==> src/rtl/player_motion_ctrl.sv <==
`default_nettype none
// =============================================================================
// Module  : player_motion_ctrl
// Purpose : per-frame player motion with accel/decel and bounds, latched fire
//           with cooldown, and a blinking stun state after a hit.
// Rev     : 1.0
// =============================================================================
module player_motion_ctrl #(
    parameter int INITIAL_X     = 240,
    parameter int INITIAL_Y     = 420,
    parameter int FRAC_BITS     = 6,
    parameter int ACCEL         = 32,
    parameter int DECEL         = 64,
    parameter int MAX_SPEED     = 128,
    parameter int X_MIN         = 15,
    parameter int X_MAX         = 562,
    parameter int FIRE_COOLDOWN = 8,
    parameter int STUN_FRAMES   = 60,
    parameter int BLINK_SHIFT   = 2
) (
    input  logic                          clk,
    input  logic                          resetN,
    input  logic                          startOfFrame,
    input  logic                          playGame,
    input  logic                          leftArrow,
    input  logic                          rightArrow,
    input  logic                          fireKey,
    input  logic                          collision,
    input  logic [3:0]                    HitEdgeCode,
    input  logic                          playerHit,
    input  logic                          shotBusy,
    output logic signed [10:0]            topLeftX,
    output logic signed [10:0]            topLeftY,
    output logic signed [11+FRAC_BITS-1:0] speedX,
    output logic                          fireReq,
    output logic                          visible,
    output logic                          stunned
);

    localparam int PW  = 11 + FRAC_BITS;
    localparam int EW  = PW + 1;
    localparam int CW  = (FIRE_COOLDOWN > 0) ? $clog2(FIRE_COOLDOWN + 1) : 1;
    localparam int SWA = $clog2(STUN_FRAMES + 1);
    localparam int SW  = (SWA > BLINK_SHIFT) ? SWA : BLINK_SHIFT + 1;

    localparam logic signed [PW-1:0] POS_INIT = PW'(INITIAL_X * (1 << FRAC_BITS));
    localparam logic signed [EW-1:0] ACC_S    = EW'(ACCEL);
    localparam logic signed [EW-1:0] DEC_S    = EW'(DECEL);
    localparam logic signed [EW-1:0] DECN_S   = EW'(-DECEL);
    localparam logic signed [EW-1:0] MAX_S    = EW'(MAX_SPEED);
    localparam logic signed [EW-1:0] MAXN_S   = EW'(-MAX_SPEED);
    localparam logic signed [EW-1:0] XMIN_S   = EW'(X_MIN * (1 << FRAC_BITS));
    localparam logic signed [EW-1:0] XMAX_S   = EW'(X_MAX * (1 << FRAC_BITS));
    localparam logic [CW-1:0]        COOL_INIT = CW'(FIRE_COOLDOWN);
    localparam logic [SW-1:0]        STUN_INIT = SW'(STUN_FRAMES);

    typedef enum logic [1:0] {
        HOLD    = 2'd0,
        RUN     = 2'd1,
        STUNNED = 2'd2
    } state_t;

    state_t                 state;
    logic signed [PW-1:0]   pos_x;
    logic [CW-1:0]          cooldown;
    logic [SW-1:0]          stun_cnt;
    logic                   pending;
    logic                   block_l;
    logic                   block_r;
    logic                   fire_prev;

    logic signed [EW-1:0]   spd_cur;
    logic signed [EW-1:0]   spd_inc;
    logic signed [EW-1:0]   spd_dec;
    logic signed [EW-1:0]   spd_new;
    logic signed [EW-1:0]   pos_new;
    logic                   blk_r;
    logic                   blk_l;
    logic                   fire_rise;
    logic                   fire_ok;
    logic [CW-1:0]          cd_dec;
    logic [SW-1:0]          stun_dec;
    logic                   unused_edges;

    assign unused_edges = HitEdgeCode[0] ^ HitEdgeCode[2];
    assign topLeftX     = pos_x[PW-1 -: 11];
    assign topLeftY     = 11'(INITIAL_Y);

    // Same-clk collisions count toward this frame's blocking, since the flags clear at the frame edge.
    always_comb begin
        blk_r     = block_r | (collision & HitEdgeCode[1]);
        blk_l     = block_l | (collision & HitEdgeCode[3]);
        fire_rise = fireKey & ~fire_prev;
        cd_dec    = (cooldown == '0) ? '0 : cooldown - CW'(1);
        stun_dec  = (stun_cnt == '0) ? '0 : stun_cnt - SW'(1);
        fire_ok   = pending && (cd_dec == '0) && !shotBusy;

        spd_cur = EW'(speedX);
        spd_inc = spd_cur + ACC_S;
        spd_dec = spd_cur - ACC_S;
        if (rightArrow && !leftArrow) begin
            spd_new = blk_r ? '0 : ((spd_inc > MAX_S) ? MAX_S : spd_inc);
        end else if (leftArrow && !rightArrow) begin
            spd_new = blk_l ? '0 : ((spd_dec < MAXN_S) ? MAXN_S : spd_dec);
        end else if (spd_cur > DEC_S) begin
            spd_new = spd_cur - DEC_S;
        end else if (spd_cur < DECN_S) begin
            spd_new = spd_cur + DEC_S;
        end else begin
            spd_new = '0;
        end

        if ((!spd_new[EW-1] && (spd_new != '0) && blk_r) || (spd_new[EW-1] && blk_l)) begin
            spd_new = '0;
        end

        pos_new = EW'(pos_x) + spd_new;
        if (pos_new < XMIN_S) begin
            pos_new = XMIN_S;
            spd_new = '0;
        end else if (pos_new > XMAX_S) begin
            pos_new = XMAX_S;
            spd_new = '0;
        end
    end

    always_ff @(posedge clk or negedge resetN) begin
        if (!resetN) begin
            state     <= HOLD;
            pos_x     <= POS_INIT;
            speedX    <= '0;
            cooldown  <= '0;
            stun_cnt  <= '0;
            pending   <= 1'b0;
            block_l   <= 1'b0;
            block_r   <= 1'b0;
            fire_prev <= 1'b0;
            fireReq   <= 1'b0;
            visible   <= 1'b1;
            stunned   <= 1'b0;
        end else begin
            fire_prev <= fireKey;
            fireReq   <= 1'b0;
            if (!playGame) begin
                state    <= HOLD;
                pos_x    <= POS_INIT;
                speedX   <= '0;
                cooldown <= '0;
                stun_cnt <= '0;
                pending  <= 1'b0;
                block_l  <= 1'b0;
                block_r  <= 1'b0;
                visible  <= 1'b1;
                stunned  <= 1'b0;
            end else begin
                if (startOfFrame) begin
                    block_l <= 1'b0;
                    block_r <= 1'b0;
                end
                if (startOfFrame && (state != HOLD)) begin
                    cooldown <= cd_dec;
                end
                case (state)
                    HOLD: begin
                        state <= RUN;
                    end
                    RUN: begin
                        if (playerHit) begin
                            state    <= STUNNED;
                            stunned  <= 1'b1;
                            speedX   <= '0;
                            pending  <= 1'b0;
                            stun_cnt <= STUN_INIT;
                        end else begin
                            if (!startOfFrame) begin
                                if (collision && HitEdgeCode[1]) block_r <= 1'b1;
                                if (collision && HitEdgeCode[3]) block_l <= 1'b1;
                            end else begin
                                pos_x  <= pos_new[PW-1:0];
                                speedX <= spd_new[PW-1:0];
                            end
                            // A press on the firing clk is kept for the next eligible frame.
                            if (startOfFrame && fire_ok) begin
                                fireReq  <= 1'b1;
                                pending  <= fire_rise;
                                cooldown <= COOL_INIT;
                            end else begin
                                pending <= pending | fire_rise;
                            end
                        end
                    end
                    STUNNED: begin
                        if (startOfFrame) begin
                            stun_cnt <= stun_dec;
                            if (stun_dec == '0) begin
                                state   <= RUN;
                                stunned <= 1'b0;
                                visible <= 1'b1;
                            end else begin
                                visible <= ~stun_dec[BLINK_SHIFT];
                            end
                        end
                    end
                    default: begin
                        state <= HOLD;
                    end
                endcase
            end
        end
    end

endmodule
`default_nettype wire

==> config.mk <==
export PLATFORM = sky130hd
export DESIGN_NAME = player_motion_ctrl
export DESIGN_NICKNAME = d
export VERILOG_FILES = /design/src/rtl/player_motion_ctrl.sv
export SDC_FILE = /design/constraint.sdc
export NUM_CORES = 1
export LEC_CHECK = 0
export CAP_MARGIN = 10
export CORE_UTILIZATION = 30
export DETAILED_ROUTE_END_ITERATION = 12
export PLACE_DENSITY_LB_ADDON = 0.12
export REMOVE_ABC_BUFFERS = 1
export SLEW_MARGIN = 30
export SYNTH_ARGS = -nofsm -noshare
export SYNTH_HDL_FRONTEND = slang
export SYNTH_SLANG_ARGS = --single-unit
==> constraint.sdc <==
create_clock -name clk -period 19.15 [get_ports clk]
set_input_delay 5.745 -clock clk [delete_from_list [all_inputs] [get_ports clk]]
set_output_delay 5.745 -clock clk [all_outputs]
set_load 0.05 [all_outputs]
==> flow_summary_export.csv <==
group,metric,value,unit
worst_setup_path,crit_path_end_kind,"flop",
global_route,grt-ovfl-total,0,
global_route,grt.total_usage,19.0,%
die,die_h,139,um
global_route,grt_pass1_wl,29.3,mm
worst_setup_path,cp.required,19.33,ns
detailed_routing,drtAntennaViolNets,0,
placed_design,dp_hpwl,13.9,mm
synth,synth.top_cell.area_share,21.3,%
min_path,hold_start,"pos_x[0]",
timing,grt_setup_unrepaired,"false",
detailed_routing,route.met2.wl,8.33,mm
worst_setup_path,cp_top_family,"compound AO/OA/AOI/OAI gates",
cts,cts_tree,"yes",
worst_setup_path,path_cells,"clkdlybuf4s50_1, xnor2_1, nand2_1, a211oi_1, nor4_1, o311ai_1, nor3_1, a41oi_2, nor2_1, ha_1, a21o_1, a221o_1, a211o_1, a211oi_1, o221ai_1, a221oi_2, nand4b_2, o41ai_1",
flow_run,maxCapViolations,0,
synth,seq_area_frac_synth,23.7,%
global_route,antenna_found_initial,0,
worst_setup_path,worstReg2RegStart,"speedX[6]",
timing,fin_setup_tns,0,ns
worst_setup_path,cpPeakStageDelay,0.80,ns
cts,cts.htree.levels,2,
worst_setup_path,crit_type,"in -> reg",
detailed_routing,vias,5756,
finish,fin_cells,970,
die,die_area,0.0193,sq mm
synth,synth_cells,729,
detailed_routing,firstDrtPassIters,9,
global_route,grt_max_degree,54,
timing,tightestPinTransition,0.901,ns
detailed_routing,routedWlPerCell,18.9,um
die,initial_core_util,30.9,%
finish,nets,781,
worst_setup_path,cp_common_cell,"a211oi_1",
power_and_ir_drop,ir_drop,0.0000326,V
die,io_pins,56,
detailed_routing,drc,5,
timing,fin_crit,12.58,ns
die,fp.dieW,139,um
cts,cts_buffers,5,
detailed_routing,met3_length,951,um
cts,cts_sinks,53,
worst_setup_path,reg2reg_slack,9.68,ns
synth,synth_edf_count,0,
cts,clk_latency,0.31,ns
timing,hold_viol_final,0,
synth,avgSynthCellArea,7.73,sq um
worst_setup_path,cp.arrival,12.76,ns
synth,synthArstFlopShare,100,%
power_and_ir_drop,power.leakage,2.61,nW
synth,yosysWarnings,0,
worst_setup_path,critPathMaxFanout,24,
cts,cts_resized,0,
worst_setup_path,regToRegEndpoint,"speedX[3]",
placed_design,place_congestion,0.926,
finish,areaGrowthSynthToFinish,11.7,%
detailed_routing,wl_met1,8.56,mm
detailed_routing,drt_iter0_drc,387,
timing,period_share,65.7,%
timing,slew_headroom,39.4,%
worst_setup_path,reg2reg_depth,23,
cts,cts-root-buf,"clkbuf_16",
timing,fin_worst_skew,0.00806,ns
detailed_routing,wl,18.4,mm
synth,ys_types,88,
worst_setup_path,path_buf_inv,1,
synth,syn_area,0.00563,sq mm
power_and_ir_drop,p_per_area,59.0,mW/mm^2
cts,clk_pin_slew,0.07,ns
die,row_count,49,
global_route,grt_pass1_vias,5356,
synth,synth_seq_cells,53,
min_path,hold_class,"reg -> reg",
timing,slew_viol_final,0,
cts,postCtsSetupBuffers,0,
synth,synthTopCellsByArea,"dfrtp_1 (21%), ha_1 (5.8%), nand2_1 (5.4%)",
finish,layout-drive-gt1-share,7.96,%
placed_design,io_buffers,42,
min_path,min_to,"pos_x[0]",
finish,num_antenna_cells,0,
worst_setup_path,cp-start-kind,"input port",
timing,max_freq,79.5,MHz
die,core_area,0.0182,sq mm
detailed_routing,vias_per_cell,5.93,
timing,setup_viol,0,
cts,clockBufferDepth,2,
cts,cts_hold_buf,0,
detailed_routing,highest_layer,"met4",
min_path,min_path_cells,2,
worst_setup_path,cp_slowest_cell,"nor4_1",
run_status,outcome,"complete, but fails checks",
run_status,violations,"DRC",
placed_design,placed_cells,962,
synth,yosys_most_used_dff,"dfrtp_1",
finish,fill_cells,1889,
synth,yosys.area.top_type,"dfrtp_1",
-- stage by stage --
step	cell area [sq um]	setup WS, ns	utilization (%)	power, mW	hold slack (ns)
floorplan	5340	8.53	-	0.223	0.456
global placement	6120	6.30	33.6	0.262	0.473
detailed placement	6120	6.30	33.6	0.263	0.489
CTS	6290	6.60	34.6	0.374	0.505
global route	6290	5.95	34.6	0.392	0.521
finish	6290	6.57	34.6	0.371	0.494
-- layout by cell type, fill, tap and decap left out, drive strengths merged, types with 6 or more instances in the layout --
master,synthesis,final
xor2,11,11
and2,7,7
a21oi,34,34
nor3,30,30
o22ai,7,7
nand3,19,19
o21a,9,9
nand2,81,81
a221oi,7,7
inv,31,32
nand4,12,12
nor4,10,10
nor2b,6,6
o31ai,21,21
or3,9,9
conb,2,11
o21ai,48,48
nor2,70,70
a211oi,6,6
dfrtp,48,48
ha,26,26
xnor2,19,19
and3,9,9
or4,9,9
clkdlybuf4s50,0,41
nand2b,14,14
buf,36,12
o311ai,6,6
a31oi,11,11
a21o,12,12
-- cells in the mapped netlist, types with 6 or more instances --
library cell and number:
nor3_1 29, or4_1 8, nor2b_1 6, buf_2 8, nand2_1 81, nor2_1 70
a31oi_1 10, a21oi_1 34, o21ai_0 43, inv_1 30, ha_1 26, o31ai_1 18
o21a_1 9, nand3_1 17, and3_1 9, xor2_1 11, a21o_1 12, dfrtp_1 48
buf_4 25, or3_1 9, clkbuf_1 22, nand4_1 12, nand2b_1 14, xnor2_1 19
o22ai_1 7, and2_1 7
-- per-layer routing --
layer,vias to the layer above,GRT usage (%)
met2,197,30.4
met3,41,2.38
met1,2800,25.8
met4,0,7.89
li1,2718,-
met5,-,0
-- state kept, by name (all words and copies together), names as in the netlist, 2 cells and up --
signal,flops
pos_x,17
speedX,17
stun_cnt,6
cooldown,4
state,2
-- worst register-to-register path: cells and delay by family (launching register included) --
family | cells | cell delay [ns]
AOI/OAI and AO/OA | 11 | 3.86
adders and majority gates | 3 | 1.02
buffers and inverters | 2 | 0.40
DFF | 1 | 0.61
and+or+nand+nor | 7 | 3.44
-- how the worst max path moves through the flow --
stage,startpoint,end,slack (ns),depth (start not counted)
CTS,rightArrow,speedX[3],6.60,18
floorplan,collision,speedX[0],8.53,17
detailed placement,rightArrow,speedX[3],6.30,18
finish,rightArrow,speedX[3],6.57,18
global placement,rightArrow,speedX[7],6.30,18
global route,rightArrow,speedX[7],5.95,18
-- logic make-up after synthesis --
group / synth area share (%)
buf+inv: 7.91
mux: 0.355
fa+ha+maj: 6.13
compound gates: 28.5
other cells: 0.133
xor+xnor: 4.66
flops: 23.7
simple gates: 28.7
-- where the power goes --
part | internal [mW] | total [mW] | leakage, nW | switching, mW
Sequential | 0.116 | 0.120 | 0.709 | 0.00422
Combinational | 0.0494 | 0.143 | 1.81 | 0.0934
Clock | 0.0621 | 0.108 | 0.0842 | 0.0461
Total | 0.227 | 0.371 | 2.61 | 0.144
-- final cells by class --
| class | count | area [sq um] | area share, % |
|---|---|---|---|
| multi-input cells | 596 | 3890 | 61.9 |
| clock inverters | 3 | 43.8 | 0.696 |
| clock buffers | 5 | 125 | 1.99 |
| flip-flops and latches | 53 | 1330 | 21.2 |
| inverters | 31 | 116 | 1.85 |
| well taps | 229 | 287 | 4.55 |
| repair buffers | 53 | 495 | 7.87 |
Note: power is estimated with default switching activity, not from simulation.
==> edit 1: new RTL, same flow settings <==
Register the input `playGame` before use, without a reset. The logic sees it one clock later. The other inputs are not delayed to match.
--- a/src/rtl/player_motion_ctrl.sv
+++ b/src/rtl/player_motion_ctrl.sv
@@ -61,4 +61,10 @@
     } state_t;
 
+    logic playGame_q;
+
+    always_ff @(posedge clk) begin
+        playGame_q <= playGame;
+    end
+
     state_t                 state;
     logic signed [PW-1:0]   pos_x;
@@ -142,5 +148,5 @@
             fire_prev <= fireKey;
             fireReq   <= 1'b0;
-            if (!playGame) begin
+            if (!playGame_q) begin
                 state    <= HOLD;
                 pos_x    <= POS_INIT;
Formal check against the unedited RTL: not equivalent (a bounded check fails within 4 cycles, from zero or initial values and one cycle with resetN low).
==> edit 1 against the unedited design <==
  * Core utilization is 0.51 points lower
  * Design area is 2.5% lower
  * Largest power group unchanged
  * Sequential share of layout area is 0.86 points higher
  * Setup slack better by 57 ps
  * Area after synthesis is 1.8% lower
  * Critical endpoint is now speedX[6]
  * Total power is 0.75% higher
  * Sequential cell count is 1 higher
  * Critical path depth is 2 higher
  * Final cell count is 2.9% lower
  * Wire length is 3.0% lower
==> edit 1: results (changes against the unedited design) <==
Status = completed
GPL Wtd Cong = 0.9033 (-2.5%)
Slew margin rel. = 0.3878 (-0.006082)
Final clock skew = 6.454 ps (-1.611 ps)
Minimum period implied by the final worst setup slack = 12520 ps (-57.46 ps)
Delay of the slowest critical-path stage = 770 ps (-30 ps)
Data arrival, critical path = 12720 ps (-40 ps)
Via-to-Cell Ratio = 5.631 (-5.1%)
DRT Pass-1 Iters = 4 (-5)
Layout cells sized above 1 = 0.07153 (-0.008093)
DR WL/cell = 18.92 microns (-0.15%)
NumNets Final = 753 (-3.6%)
Library cells used by synthesis = 80 (-9.1%)
Leakage = 0.002464 uW (-5.4%)
Worst-case register-to-register setup slack = 9260 ps (-420 ps)
Peak fanout along the critical path = 22 (-8.3%)
Global routing usage summed across all routing layers = 0.1942 (+0.004110)
Final hold slack = 502.5 ps (+8.789 ps)
Post-synthesis async set-or-reset flop share = 0.9815 (-0.01852)
Vias in the first global route = 5219 (-2.6%)
Placed standard-cell area = 5988 sq um (-2.2%)
Worst slack at placement = 6249 ps (-49.47 ps)
Peak supply drop = 42.54 uV (+30%)
Detailed-placement wirelength estimate = 13400 microns (-3.6%)
Number of violations reported at the end of detailed-routing iteration 0 = 281 (-27%)
Leading cell types by count after synthesis = 76 x sky130_fd_sc_hd__nor2_1, 73 x sky130_fd_sc_hd__nand2_1, 48 x sky130_fd_sc_hd__dfrtp_1
-- edit 1: final timing paths --
kind | start | to | cells past startpoint
setup / recovery | rightArrow | speedX[6] | 20
hold / removal | pos_x[5] | pos_x[5] | 2
setup reg to reg | speedX[7] | speedX[6] | 27
hold reg to reg | pos_x[5] | pos_x[5] | 2
max in group asynchronous | resetN | pos_x[1] | 2
min in group asynchronous | resetN | block_l | 2
-- edit 1: through the flow --
stage,std cells,power (uW)
6_report,942,373.9
5_1_grt,942,397.9
4_1_cts,942,376.2
3_5_place_dp,934,281.3
3_3_place_gp,934,279.6
2_1_floorplan,656,235.1
-- edit 1: where the power goes --
group,internal (uW),total (uW),switching (uW)
Sequential,118,124,5.50
Clock,48.7,92.5,43.8
Combinational,49.8,158,108
Total,217,374,157
-- edit 1: cells by family (layout without fill, tap and decap cells) --
kind of cell / count (synthesis) / after routing / synth area share
AOI/OAI and AO/OA: 197 / 197 / 0.2695
and+or+nand+nor: 301 / 301 / 0.2760
other: 2 / 11 / 0.001358
DFF: 54 / 54 / 0.2446
adders and majority gates: 27 / 27 / 0.06244
xor gates and xnor gates: 41 / 41 / 0.06493
buffers and inverters: 81 / 79 / 0.07557
muxes: 3 / 3 / 0.005656
-- edit 1: layout make-up --
class / instances / area (sq um)
Sequential cell: 54 / 1353
Inverter: 22 / 82.58
Multi-Input combinational cell: 580 / 3805
Clock inverter: 2 / 13.76
Clock buffer: 6 / 128.9
Tap cell: 229 / 286.5
Timing Repair Buffer: 49 / 467.9
Fill cell: 1936 / 11890
-- edit 1: per-layer routing --
metal	track usage	part of all wire	vias up
met2	0.3185	0.46	125
met5	0	0	-
met3	0.01913	0.028	37
li1	-	-	2588
met1	0.2581	0.47	2554
met4	0.08333	0.035	0
-- edit 1: tightest hold or removal path, stage by stage, from the launching register on --
cell	delay, ps
sky130_fd_sc_hd__dfrtp_1	360
sky130_fd_sc_hd__nand2_1	50
sky130_fd_sc_hd__o21ai_1	60
==> edit 2: new RTL, config.mk and constraints unchanged <==
Made on the original files. `FIRE_COOLDOWN`: 8 -> 16.
--- a/src/rtl/player_motion_ctrl.sv
+++ b/src/rtl/player_motion_ctrl.sv
@@ -15,5 +15,5 @@
     parameter int X_MIN         = 15,
     parameter int X_MAX         = 562,
-    parameter int FIRE_COOLDOWN = 8,
+    parameter int FIRE_COOLDOWN = 16,
     parameter int STUN_FRAMES   = 60,
     parameter int BLINK_SHIFT   = 2
Function: same outputs for any inputs over 4 cycles, from zero or initial values and one cycle with resetN low; that may be too few to reach the edited logic, so the function may still have changed.
==> edit 2 against the unedited design <==
  * The run still ends with DRC left
  * Global-route usage increased by 0.12 points
  * Combinational power decreased by 9.8%
  * Area after synthesis decreased by 0.33%
  * Via count decreased by 2.1%
  * Sequential cell count increased by 1
  * Setup slack got worse by 85 ps
  * Hold slack improved by 23 ps
  * Synthesized cell count unchanged
  * Core utilization decreased by 0.11 points
  * Wire length increased by 1.0%
  * Design area decreased by 0.66%
  * Total power decreased by 2.2%
  * Largest cell class unchanged
==> edit 2: results (changes against the unedited design) <==
Data arrival, critical path = 12910 ps (+150 ps)
Fraction of the mapped netlist area in adder cells = 0.06551 (+0.004216)
Highest clock rate = 78.96 MHz (-0.67%)
First-pass GRT wire length = 29520 microns (+0.83%)
Reg-to-Reg End = speedX[11]
Hold Path End = pos_x[4]
Worst-case register-to-register setup slack = 10090 ps (+410 ps)
Worst hold path depth = 1 (-1)
Number of violations reported at the end of detailed-routing iteration 0 = 329 (-15%)
Final clock skew = 4.367 ps (-3.697 ps)
Status = finished with violations
Reg area = 1358 sq um (+1.9%)
Met2 Usage GRT = 0.2980 (-0.006380)
Violated checks = DRC
Proportion of cell area occupied by multi-input gates = 0.6209 (+0.002284)
Worst slack at placement = 5995 ps (-303.4 ps)
Global routing usage summed across all routing layers = 0.1912 (+0.001165)
Number of placed instances with taps included = 954 (-0.83%)
Count of non-CTS buffers in the layout = 47 (-11%)
Count of placed standard cells in the final layout, fillers left out = 962 (-0.82%)
Detail Route met3 WL = 1019 microns (+7.2%)
Fraction of area in registers = 0.2172 (+0.005401)
Global-route track usage on met3 = 0.02003 (-0.003798)
Synthesized-area fraction occupied by ao, oa, aoi and oai cells = 0.3026 (+0.01766)
Inverter count = 26 (-16%)
Proportion of final cell area spent on non-clock buffers = 0.07206 (-0.006686)
Number of remaining DRC errors = 2 (-3)
Avg Inst Size Synth = 7.703 sq um (-0.33%)
Peak supply drop = 34.65 uV (+6.3%)
Layout cells sized above 1 = 0.06548 (-0.01414)
# clk buffers = 6 (+1)
Power share of the combinational group = 0.356 (-0.029)
Vias in the first global route = 5295 (-1.1%)
Multiplexer area fraction after synthesis = 0.003565 (+0.00001188)
## edit 2: cell types whose count changed in the layout (fill, tap and decap cells not counted), moves of 6 or more
| cell | delta |
|---|---|
| sky130_fd_sc_hd__a21oi_1 | +15 |
| sky130_fd_sc_hd__o21ai_2 | +10 |
| sky130_fd_sc_hd__nand2_1 | -22 |
| sky130_fd_sc_hd__nor2_1 | +6 |
| sky130_fd_sc_hd__a22o_1 | +7 |
| sky130_fd_sc_hd__xor2_1 | +7 |
| sky130_fd_sc_hd__buf_4 | -6 |
## edit 2: worst register-to-register path, stage by stage (launching register included)
cell and delay [ps]:
sky130_fd_sc_hd__dfrtp_1 670, sky130_fd_sc_hd__inv_1 270, sky130_fd_sc_hd__ha_1 280, sky130_fd_sc_hd__nor3b_2 470, sky130_fd_sc_hd__nand2_1 270, sky130_fd_sc_hd__nor3_1 350
sky130_fd_sc_hd__a21oi_1 120, sky130_fd_sc_hd__a2bb2oi_1 160, sky130_fd_sc_hd__nor3_1 150, sky130_fd_sc_hd__nand2_1 90, sky130_fd_sc_hd__ha_1 460, sky130_fd_sc_hd__inv_1 230
sky130_fd_sc_hd__a31oi_1 140, sky130_fd_sc_hd__o31ai_1 590, sky130_fd_sc_hd__o2111ai_1 220, sky130_fd_sc_hd__nor4_2 260, sky130_fd_sc_hd__a41oi_2 360, sky130_fd_sc_hd__nor2_1 270
sky130_fd_sc_hd__ha_1 300, sky130_fd_sc_hd__o21a_1 180, sky130_fd_sc_hd__o21ai_0 620, sky130_fd_sc_hd__o211ai_1 290, sky130_fd_sc_hd__a21o_1 230, sky130_fd_sc_hd__a211oi_1 340
sky130_fd_sc_hd__o221ai_1 350, sky130_fd_sc_hd__or4_1 930, sky130_fd_sc_hd__a21oi_1 290, sky130_fd_sc_hd__a21o_1 110
